[config.mk]
export PLATFORM = sky130hd
export DESIGN_NAME = bu_issue_queue
export DESIGN_NICKNAME = d
export VERILOG_FILES = /design/src/rtl/bu_iq_pkg.sv /design/src/rtl/bu_iq_slot.sv /design/src/rtl/bu_issue_queue.sv
export SDC_FILE = /design/constraint.sdc
export NUM_CORES = 2
export LEC_CHECK = 0
export BUFFER_PORTS_ARGS = -buffer_cell sky130_fd_sc_hd__buf_2
export CAP_MARGIN = 0
export CORE_MARGIN = 1
export CORE_UTILIZATION = 55
export DETAILED_ROUTE_END_ITERATION = 16
export GPL_TIMING_DRIVEN = 1
export HOLD_SLACK_MARGIN = 0.1
export PLACE_DENSITY = 0.77
export RECOVER_POWER = 25
export SYNTH_ARGS = -nofsm -noshare
export SYNTH_HDL_FRONTEND = slang
export SYNTH_HIERARCHICAL = 1
export SYNTH_SLANG_ARGS = --single-unit
export TNS_END_PERCENT = 5
[constraint.sdc]
create_clock -name clk -period 5.05 [get_ports clk]
set_input_delay 1.2625 -clock clk [delete_from_list [all_inputs] [get_ports clk]]
set_output_delay 1.2625 -clock clk [all_outputs]
set_load 0.01 [all_outputs]
[src/rtl/bu_iq_pkg.sv]
// Shared definitions for the branch-unit issue queue.
//
// Holds the datapath width constants and the packed entry record that
// every queue slot stores. The slot and the top level both import this.
package bu_iq_pkg;

    localparam int DATA_W = 32;
    localparam int TAG_W  = 6;
    localparam int CW_W   = 4;
    localparam int OP_W   = 6;

    // One buffered branch/jump micro-op. A source is usable for issue only
    // once its rdy bit is set; until then its val field is meaningless.
    typedef struct packed {
        logic              valid;
        logic [OP_W-1:0]   op;
        logic [DATA_W-1:0] imm;
        logic [DATA_W-1:0] pc;
        logic [TAG_W-1:0]  src1_tag;
        logic              src1_rdy;
        logic [DATA_W-1:0] src1_val;
        logic [TAG_W-1:0]  src2_tag;
        logic              src2_rdy;
        logic [DATA_W-1:0] src2_val;
        logic [TAG_W-1:0]  phydst;
        logic [CW_W-1:0]   cw;
    } iq_entry_t;

    // True when a broadcast is live and carries the tag a source waits on.
    function automatic logic tag_hit(input logic             bus_valid,
                                     input logic [TAG_W-1:0] bus_tag,
                                     input logic [TAG_W-1:0] src_tag);
        return bus_valid && (bus_tag == src_tag);
    endfunction

endpackage

[src/rtl/bu_iq_slot.sv]
// One entry register of the collapsing issue queue.
//
// Each cycle the slot picks its next contents from one of three sources:
// the dispatch port, the slot directly above it (queue collapse), or
// itself (hold). The chosen contents then pass through the operand
// wakeup logic, so a source that matches a live broadcast is captured
// regardless of which path delivered it. This single post-mux wakeup is
// what gives the dispatch bypass and keeps a wakeup from being lost on
// an entry that is moving down a slot in the same cycle.
//
// Ports:
//   clk, rst        clock; clear is a synchronous kill of the entry
//   clear           invalidate the entry at the edge (reset or flush)
//   load_disp       take disp_entry (wins over shift)
//   shift           take upper_entry (queue collapse)
//   disp_entry      incoming dispatch record
//   upper_entry     contents of the next-younger slot
//   cdb0_*, cdb1_*  result broadcast buses; cdb0 wins on a double match
//   entry           registered slot contents
module bu_iq_slot
    import bu_iq_pkg::*;
(
    input  logic              clk,
    input  logic              clear,
    input  logic              load_disp,
    input  logic              shift,
    input  iq_entry_t         disp_entry,
    input  iq_entry_t         upper_entry,
    input  logic              cdb0_valid,
    input  logic [TAG_W-1:0]  cdb0_tag,
    input  logic [DATA_W-1:0] cdb0_data,
    input  logic              cdb1_valid,
    input  logic [TAG_W-1:0]  cdb1_tag,
    input  logic [DATA_W-1:0] cdb1_data,
    output iq_entry_t         entry
);

    iq_entry_t base;
    iq_entry_t next_entry;

    always_comb begin
        base = entry;
        if (load_disp) begin
            base = disp_entry;
        end else if (shift) begin
            base = upper_entry;
        end

        next_entry = base;
        if (base.valid && !base.src1_rdy) begin
            if (tag_hit(cdb0_valid, cdb0_tag, base.src1_tag)) begin
                next_entry.src1_rdy = 1'b1;
                next_entry.src1_val = cdb0_data;
            end else if (tag_hit(cdb1_valid, cdb1_tag, base.src1_tag)) begin
                next_entry.src1_rdy = 1'b1;
                next_entry.src1_val = cdb1_data;
            end
        end
        if (base.valid && !base.src2_rdy) begin
            if (tag_hit(cdb0_valid, cdb0_tag, base.src2_tag)) begin
                next_entry.src2_rdy = 1'b1;
                next_entry.src2_val = cdb0_data;
            end else if (tag_hit(cdb1_valid, cdb1_tag, base.src2_tag)) begin
                next_entry.src2_rdy = 1'b1;
                next_entry.src2_val = cdb1_data;
            end
        end
    end

    always_ff @(posedge clk) begin
        if (clear) begin
            entry <= '0;
        end else begin
            entry <= next_entry;
        end
    end

endmodule

[src/rtl/bu_issue_queue.sv]
// Branch-unit issue queue and scheduler.
//
// Buffers dispatched branch/jump micro-ops in a collapsing queue (slot 0
// is oldest, valid slots are contiguous from 0), captures operands from
// two result broadcast buses, and issues at most one ready op per cycle,
// oldest first, through a registered output stage.
//
// Dispatch handshake: a dispatch transfers at an edge exactly when
// disp_valid && disp_ready && !flush in the cycle before it. disp_ready
// depends only on the registered occupancy, so it never reacts to a
// same-cycle issue; a full queue refuses dispatch even when it is about
// to issue. The issue side has no back-pressure: ex_en is a one-cycle
// valid pulse per issued op.
//
// Ports:
//   clk, rst               clock, synchronous active-high reset
//   flush                  kill all entries and any pending issue
//   disp_*                 dispatch request and op fields
//   cdb0_*, cdb1_*         result broadcast buses
//   ex_en, ex_*            issued op to the branch unit
//   occupancy              number of valid entries
module bu_issue_queue
    import bu_iq_pkg::*;
#(
    parameter int DEPTH = 4
) (
    input  logic                       clk,
    input  logic                       rst,
    input  logic                       flush,
    input  logic                       disp_valid,
    output logic                       disp_ready,
    input  logic [OP_W-1:0]            disp_op,
    input  logic [DATA_W-1:0]          disp_imm,
    input  logic [DATA_W-1:0]          disp_pc,
    input  logic [TAG_W-1:0]           disp_src1_tag,
    input  logic [TAG_W-1:0]           disp_src2_tag,
    input  logic                       disp_src1_rdy,
    input  logic                       disp_src2_rdy,
    input  logic [DATA_W-1:0]          disp_src1_val,
    input  logic [DATA_W-1:0]          disp_src2_val,
    input  logic [TAG_W-1:0]           disp_phydst,
    input  logic [CW_W-1:0]            disp_cw,
    input  logic                       cdb0_valid,
    input  logic                       cdb1_valid,
    input  logic [TAG_W-1:0]           cdb0_tag,
    input  logic [TAG_W-1:0]           cdb1_tag,
    input  logic [DATA_W-1:0]          cdb0_data,
    input  logic [DATA_W-1:0]          cdb1_data,
    output logic                       ex_en,
    output logic [OP_W-1:0]            ex_op,
    output logic [DATA_W-1:0]          ex_imm,
    output logic [DATA_W-1:0]          ex_src1,
    output logic [DATA_W-1:0]          ex_src2,
    output logic [DATA_W-1:0]          ex_pc,
    output logic [TAG_W-1:0]           ex_phydst,
    output logic [CW_W-1:0]            ex_cw,
    output logic [$clog2(DEPTH+1)-1:0] occupancy
);

    localparam int CNT_W = $clog2(DEPTH+1);

    iq_entry_t        slot_q  [DEPTH];
    iq_entry_t        upper_q [DEPTH];
    iq_entry_t        disp_entry;
    logic [DEPTH-1:0] ready_vec;
    logic [DEPTH-1:0] load_disp;
    logic [DEPTH-1:0] shift;

    logic              sel_valid;
    logic [CNT_W-1:0]  sel_idx;
    logic [OP_W-1:0]   sel_op;
    logic [DATA_W-1:0] sel_imm;
    logic [DATA_W-1:0] sel_pc;
    logic [DATA_W-1:0] sel_src1;
    logic [DATA_W-1:0] sel_src2;
    logic [TAG_W-1:0]  sel_phydst;
    logic [CW_W-1:0]   sel_cw;

    logic              accept;
    logic              clear;
    logic [CNT_W-1:0]  disp_slot;

    assign disp_ready = (occupancy != CNT_W'(DEPTH));
    assign accept     = disp_valid && disp_ready && !flush;
    assign clear      = rst || flush;
    // After the same-cycle issue collapses the queue, the first free slot
    // is one lower than the registered count.
    assign disp_slot  = occupancy - CNT_W'(sel_valid);

    always_comb begin
        disp_entry          = '0;
        disp_entry.valid    = 1'b1;
        disp_entry.op       = disp_op;
        disp_entry.imm      = disp_imm;
        disp_entry.pc       = disp_pc;
        disp_entry.src1_tag = disp_src1_tag;
        disp_entry.src1_rdy = disp_src1_rdy;
        disp_entry.src1_val = disp_src1_val;
        disp_entry.src2_tag = disp_src2_tag;
        disp_entry.src2_rdy = disp_src2_rdy;
        disp_entry.src2_val = disp_src2_val;
        disp_entry.phydst   = disp_phydst;
        disp_entry.cw       = disp_cw;
    end

    // Oldest-first select: scan from the top down so the last hit written
    // is the lowest ready index.
    always_comb begin
        sel_valid  = 1'b0;
        sel_idx    = '0;
        sel_op     = '0;
        sel_imm    = '0;
        sel_pc     = '0;
        sel_src1   = '0;
        sel_src2   = '0;
        sel_phydst = '0;
        sel_cw     = '0;
        for (int i = DEPTH - 1; i >= 0; i--) begin
            if (ready_vec[i]) begin
                sel_valid  = 1'b1;
                sel_idx    = CNT_W'(i);
                sel_op     = slot_q[i].op;
                sel_imm    = slot_q[i].imm;
                sel_pc     = slot_q[i].pc;
                sel_src1   = slot_q[i].src1_val;
                sel_src2   = slot_q[i].src2_val;
                sel_phydst = slot_q[i].phydst;
                sel_cw     = slot_q[i].cw;
            end
        end
    end

    for (genvar i = 0; i < DEPTH; i++) begin : g_slot
        if (i == DEPTH - 1) begin : g_last
            assign upper_q[i] = '0;
        end else begin : g_inner
            assign upper_q[i] = slot_q[i+1];
        end

        assign ready_vec[i] = slot_q[i].valid && slot_q[i].src1_rdy && slot_q[i].src2_rdy;
        assign load_disp[i] = accept && (disp_slot == CNT_W'(i));
        // Every slot at or above the issued one takes its upper neighbour.
        assign shift[i]     = sel_valid && (CNT_W'(i) >= sel_idx);

        bu_iq_slot u_slot (
            .clk         (clk),
            .clear       (clear),
            .load_disp   (load_disp[i]),
            .shift       (shift[i]),
            .disp_entry  (disp_entry),
            .upper_entry (upper_q[i]),
            .cdb0_valid  (cdb0_valid),
            .cdb0_tag    (cdb0_tag),
            .cdb0_data   (cdb0_data),
            .cdb1_valid  (cdb1_valid),
            .cdb1_tag    (cdb1_tag),
            .cdb1_data   (cdb1_data),
            .entry       (slot_q[i])
        );
    end

    always_ff @(posedge clk) begin
        if (clear) begin
            occupancy <= '0;
        end else begin
            occupancy <= occupancy - CNT_W'(sel_valid) + CNT_W'(accept);
        end
    end

    // Flush drops the pending issue but leaves the data fields alone;
    // only reset zeroes them.
    always_ff @(posedge clk) begin
        if (rst) begin
            ex_en     <= 1'b0;
            ex_op     <= '0;
            ex_imm    <= '0;
            ex_src1   <= '0;
            ex_src2   <= '0;
            ex_pc     <= '0;
            ex_phydst <= '0;
            ex_cw     <= '0;
        end else if (flush) begin
            ex_en <= 1'b0;
        end else begin
            ex_en <= sel_valid;
            if (sel_valid) begin
                ex_op     <= sel_op;
                ex_imm    <= sel_imm;
                ex_src1   <= sel_src1;
                ex_src2   <= sel_src2;
                ex_pc     <= sel_pc;
                ex_phydst <= sel_phydst;
                ex_cw     <= sel_cw;
            end
        end
    end

endmodule

## Word level (Yosys, flattened, before mapping)

Cells that the tools add are included.

- Logic and storage cells: 211
- Bits in registers: 784

- $add $sub $neg: 2
- Multiplexer cells: 68
- Bitwise gates (word level): 1
- Equal/unequal tests: 20
- Reductions and logical operators: 59
- Order comparisons: 4

Operators with widths:

| operator | count |
|---|---|
| 2-to-1 mux 159 bit | 8 |
| 2-to-1 mux 33 bit | 24 |
| 2-to-1 mux 32 bit | 16 |
| equality test 6 bit | 16 |
| 2-to-1 mux 6 bit | 8 |
| logical AND 1 bit | 42 |
| 2-to-1 mux 4 bit | 4 |
| zero test 1 bit | 9 |
| 2-to-1 mux 3 bit | 3 |
| nonzero test 2 bit | 4 |
| equality test 3 x 2 -> 1 bit, second input constant | 2 |
| >= comparator 1 x 3 -> 1 bit, first input constant | 2 |
| >= comparator 2 x 3 -> 1 bit, first input constant | 2 |
| 2-to-1 mux 1 bit | 4 |
| adder 3 x 1 -> 3 bit | 1 |
| equality test 3 x 1 -> 1 bit, second input constant | 1 |
| zero test 3 bit | 1 |
| != test 3 bit, second input constant | 1 |
| subtractor 3 x 1 -> 3 bit | 1 |
| 2-to-1 mux 2 bit | 1 |
| AND reduction 2 bit | 1 |
| OR reduction 2 bit | 1 |
| logical OR 1 bit | 1 |
| inverter 1 bit | 1 |

## Logic depth before layout (Yosys ltp)

- Depth in word-level cells: 15
- Mapped depth: 22
- Depth with buffers taken out: 15

## By module

Netlist, hierarchy kept.

By module, submodules not included:

| module | area an instance (µm²) | sequential area each (µm²) | cells an instance | times used |
|---|---|---|---|---|
| bu_iq_slot | 9182.6 | 3183.1 | 1074 | 4 |
| bu_issue_queue | 9480.3 | 2962.8 | 1358 | 1 |

## Least setup slack after synthesis

OpenSTA, ideal clock, no wires.

- Path kind: reg2reg
- Start: register g_slot[2].u_slot/entry[158] (netlist name)
- End: register g_slot[3].u_slot/entry[72] (netlist name)
- Cell stages (with the launch flop): 22
- Path slack: 0.172 ns
- Arrival: 4.797 ns
- Buffers on the path: 7
- Clock period less this slack: 4.878 ns
- Cells stage by stage: dfxtp_1 nand3_1 buf_2 buf_1 nand4_1 ha_1 ha_1 or2_2 a21oi_1 nor3b_1 buf_6 buf_8 buf_8 buf_8 nand2_1 o21ai_1 mux2_1 or4_4 a211oi_4 buf_6 a211oi_1 a211oi_2

- Word-level cells in the longest chain between the ends: 14

RTL lines:

| item | RTL line | source |
|---|---|---|
| start: declaration | bu_iq_slot.sv:35 | `output iq_entry_t entry` |
| start signal: assignment | bu_iq_slot.sv:74 | `entry <= next_entry;` |
| logical AND 1 bit * (2 in series) | bu_issue_queue.sv:140 | `assign ready_vec[i] = slot_q[i].valid && slot_q[i].src1_rdy && slot_q[i].src2_rdy;` |
| 2-to-1 mux 1 bit * (3 in series) | bu_issue_queue.sv:119 | `if (ready_vec[i]) begin` |
| named net sel_valid | bu_issue_queue.sv:69 | `logic sel_valid;` |
| subtractor 3 x 1 -> 3 bit * | bu_issue_queue.sv:88 | `assign disp_slot = occupancy - CNT_W'(sel_valid);` |
| equality test 3 x 2 -> 1 bit * | bu_issue_queue.sv:141 | `assign load_disp[i] = accept && (disp_slot == CNT_W'(i));` |
| logical AND 1 bit * | bu_issue_queue.sv:141 |  |
| named net load_disp[3] | bu_issue_queue.sv:66 | `logic [DEPTH-1:0] load_disp;` |
| 2-to-1 mux 159 bit * | bu_iq_slot.sv:43 | `if (load_disp) begin` |
| equality test 6 bit | bu_iq_pkg.sv:33 | `return bus_valid && (bus_tag == src_tag);` |
| logical AND 1 bit | bu_iq_pkg.sv:33 |  |
| 2-to-1 mux 33 bit | bu_iq_slot.sv:54 | `end else if (tag_hit(cdb1_valid, cdb1_tag, base.src1_tag)) begin` |
| 2-to-1 mux 33 bit | bu_iq_slot.sv:51 | `if (tag_hit(cdb0_valid, cdb0_tag, base.src1_tag)) begin` |
| 2-to-1 mux 33 bit * | bu_iq_slot.sv:50 | `if (base.valid && !base.src1_rdy) begin` |
| end signal: assignment | bu_iq_slot.sv:74 |  |
| end: declaration | bu_iq_slot.sv:35 |  |

Mark *: on every way through the listed nets, which the timed path passes. The rest lies on a longest branch. The select of a mux whose other input is x is not followed.
A chain may end at the register's enable or synchronous reset.

## Worst setup path in the final report

- Start: register g_slot[1].u_slot/entry[158] (netlist name)
- End: register ex_pc[21]

- Word-level cells in the longest chain between the ends: 5

RTL lines:

| item | RTL line | source |
|---|---|---|
| start: declaration | bu_iq_slot.sv:35 |  |
| start signal: assignment | bu_iq_slot.sv:74 |  |
| logical AND 1 bit * (2 in series) | bu_issue_queue.sv:140 |  |
| 2-to-1 mux 1 bit (2 in series) | bu_issue_queue.sv:119 |  |
| AND reduction 2 bit (no source line) | n/a |  |
| end signal: assignment | bu_issue_queue.sv:191 | `ex_pc <= sel_pc;` |
| end: declaration | bu_issue_queue.sv:54 | `output logic [DATA_W-1:0] ex_pc,` |

Mark *: on every way between the ends. The rest lies on a longest branch, timed or not.

==> results_dict.tcl <==
set metrics [dict create \
    status "complete, but fails checks" \
    violations "max-capacitance violations, max-slew violations" \
    nNetsFinal 6096 \
    drive_above_1_share_pct 11.28 \
    syn_to_final_growth_pct 11.50 \
    dr.first_iter.drc_count 5301 \
    period_share_pct 97.48 \
    yosys.area.top_type "dfxtp_1" \
    hold_buffers 0 \
    crit_slowest_cell "clkbuf_2" \
    worst_setup_path_start_kind "flop" \
    grt_pass1_vias 42200 \
    coreArea_um2 82640 \
    cts_sinks 784 \
    drv_slew 392 \
    syn_inst 5654 \
    synth.top_cell.area_share_pct 33.96 \
    dr.pass1.iters 6 \
    antenna_found_initial 46 \
    crit_type "reg -> reg" \
    worst_setup_hold_path_clk_slew_ns 0.06 \
    path_delay_family "buffers and inverters" \
    drt_wl_total_um 165100 \
    grt_max_degree 200 \
    hold_viol 0 \
    fp.dieH_um 291.9 \
    post-route-drc-count 0 \
    final_cell_mix "nor2_1 (956), mux2i_1 (865), dfxtp_1 (784), a21oi_1 (505), nand2_1 (339)" \
    clk_path_buf_depth 3 \
    ant_nets 0 \
    ioPinCount 389 \
    wire_per_inst_um 23.51 \
    cp.required_ns 5.57 \
    initial_core_util_pct 55.92 \
    worst_slew_pin_slew_ns 3.420 \
    synth.distinct_cells 50 \
    row_count 105 \
    end_kind "flop" \
    final_common_cell "nor2_1" \
    cts_tree "yes" \
    finClkSkew_ns 0.03732 \
    grt_use_total_pct 36.94 \
    clkLatencyLatePin_ns 0.67 \
    grt_setup_unrepaired "no" \
    die_x_um 291.9 \
    crit_chain "nand3_4, clkbuf_4, a41oi_4, clkbuf_2, nor2_1, a311oi_1" \
    power.density_nw_per_um2 267.8 \
    ff2ff_setup_slack_ns 0.13 \
    via_per_inst 6.480 \
    finalSetupViolations 0 \
    min_period_ns 4.923 \
    drv_cap 3 \
    place_congestion 0.9287 \
    ir_worst_vdd_uv 259.7 \
    synth-seq-cells 784 \
    maxClockFrequency_mhz 203.1 \
    cts_buffers 89 \
    gr-total-overflow 0 \
    synthesis.area_um2 46210 \
    path_buf_inv 2 \
    synth-seq-area-share_pct 33.96 \
    cts_root_buf "clkbuf_16" \
    finalSetupTns_ns 0 \
    dp_hpwl_um 94330 \
    dieArea_um2 85180 \
    yosys_warnings 6 \
    synth_area_leaders "dfxtp_1 (34%), mux2i_1 (19%), nor2_1 (7.8%)" \
    slowest_delay_ns 2.33 \
    grt_first_pass_wirelength_um 248800 \
    port_buffers 388 \
    h-tree-depth 3 \
    syn_area_per_cell_um2 8.173 \
    hold_class "reg -> reg" \
    path_max_fanout 146 \
    fin_util_pct 62.35 \
    vias 45510 \
    slew_headroom_pct -128.0 \
    critical_path_arrival_ns 5.44 \
    p_leak_uw 0.01631 \
]
-- state kept, by name, summed over array words and instances, names as in the netlist --
signal,count
g_slot.u_slot/entry,636
ex_imm,32
ex_pc,32
ex_src1,32
ex_src2,32
ex_op,6
ex_phydst,6
ex_cw,4
occupancy,3
ex_en,1
-- final timing paths --
path | from | endpoint | cells past startpoint
worst min-delay path | g_slot[0].u_slot/entry[88]$_SDFFE_PP0P_ | ex_pc[0]$_SDFFE_PP0P_ | 2
worst max register to register | g_slot[1].u_slot/entry[158]$_SDFF_PP0_ | ex_pc[21]$_SDFFE_PP0P_ | 6
worst min register to register | g_slot[0].u_slot/entry[88]$_SDFFE_PP0P_ | ex_pc[0]$_SDFFE_PP0P_ | 2
worst max-delay path | g_slot[1].u_slot/entry[158]$_SDFF_PP0_ | ex_pc[21]$_SDFFE_PP0P_ | 6
-- metal layers --
layer / share of wire [%] / GRT usage (%)
met1: 38 / 45.79
met2: 44 / 57.40
met3: 11 / 9.857
met4: 6.2 / 22.00
met5: 0.16 / 0
-- stage by stage --
stage | instances | area [um^2] | setup slack [ns] | power (uW) | hold slack, ns
after detailed placement | 6829 | 48680 | 0.2244 | 7212 | 0.4688
final | 7023 | 51520 | 0.1273 | 13800 | 0.4456
after global routing | 7004 | 51480 | 0.02759 | 14150 | 0.4811
after global placement | 6829 | 48680 | 0.3619 | 7200 | 0.4635
after floorplan | 5819 | 46830 | 0.1720 | 6806 | 0.4542
after CTS | 6989 | 51650 | 0.2331 | 13800 | 0.4545
-- worst reg2reg max path, delay by kind of cell (launching register included) --
family | cells | cell delay [ns]
compound gates | 2 | 1.04
flops | 1 | 0.44
buf+inv | 2 | 2.89
simple gates | 2 | 0.43
-- cell usage after synthesis, drive strengths merged --
cell type and count:
inv 41, nand3b 4, or3 4, or4 12, a21oi 506, nand4 25, clkbuf 347, buf 200
dfxtp 784, nand3 153, nand2b 38, xor2 9, or2 2, a211o 20, nor4 8, and3 3
o21ba 4, conb 2, o21ai 420, a21o 144, xnor2 30, or2b 4, mux2i 872, nor2 959
a311oi 148, nand4b 4, nand2 340, mux2 40, a211oi 264, o211ai 205, nor3b 1, nor2b 17
o21a 4, a41oi 1, ha 3, and2 36
-- area by class of cell --
type / count / area, um^2
Inverter: 41 / 161.4
Multi-Input combinational cell: 4447 / 28570
Antenna cell: 31 / 77.57
Timing Repair Buffer: 490 / 2701
Sequential cell: 784 / 15700
Clock inverter: 27 / 331.6
Tap cell: 1070 / 1339
Clock buffer: 133 / 2644
Fill cell: 7244 / 31110
-- kinds of logic after synthesis --
logic type,Yosys count,share of synthesized area [%]
simple gates,1610,14.69
buf+inv,588,5.840
flops,784,33.96
other cells,2,0.01625
compound gates,1716,24.68
mux,912,19.99
fa+ha+maj,3,0.08124
xor+xnor,39,0.7392
-- where the power goes --
group          internal (uW)  leakage (uW)  switching (uW)
sequential              6220       0.00632            19.5
combinational            243       0.00852             635
clock                   3920       0.00147            2760
total                  10400        0.0163            3410
-- repair_timing --
action / in CTS / in global routing
gates resized for setup: 0 / 2
buffers inserted: 0 / 3
setup endpoints to repair: 0 / 25
(Power assumes the default switching activity.)
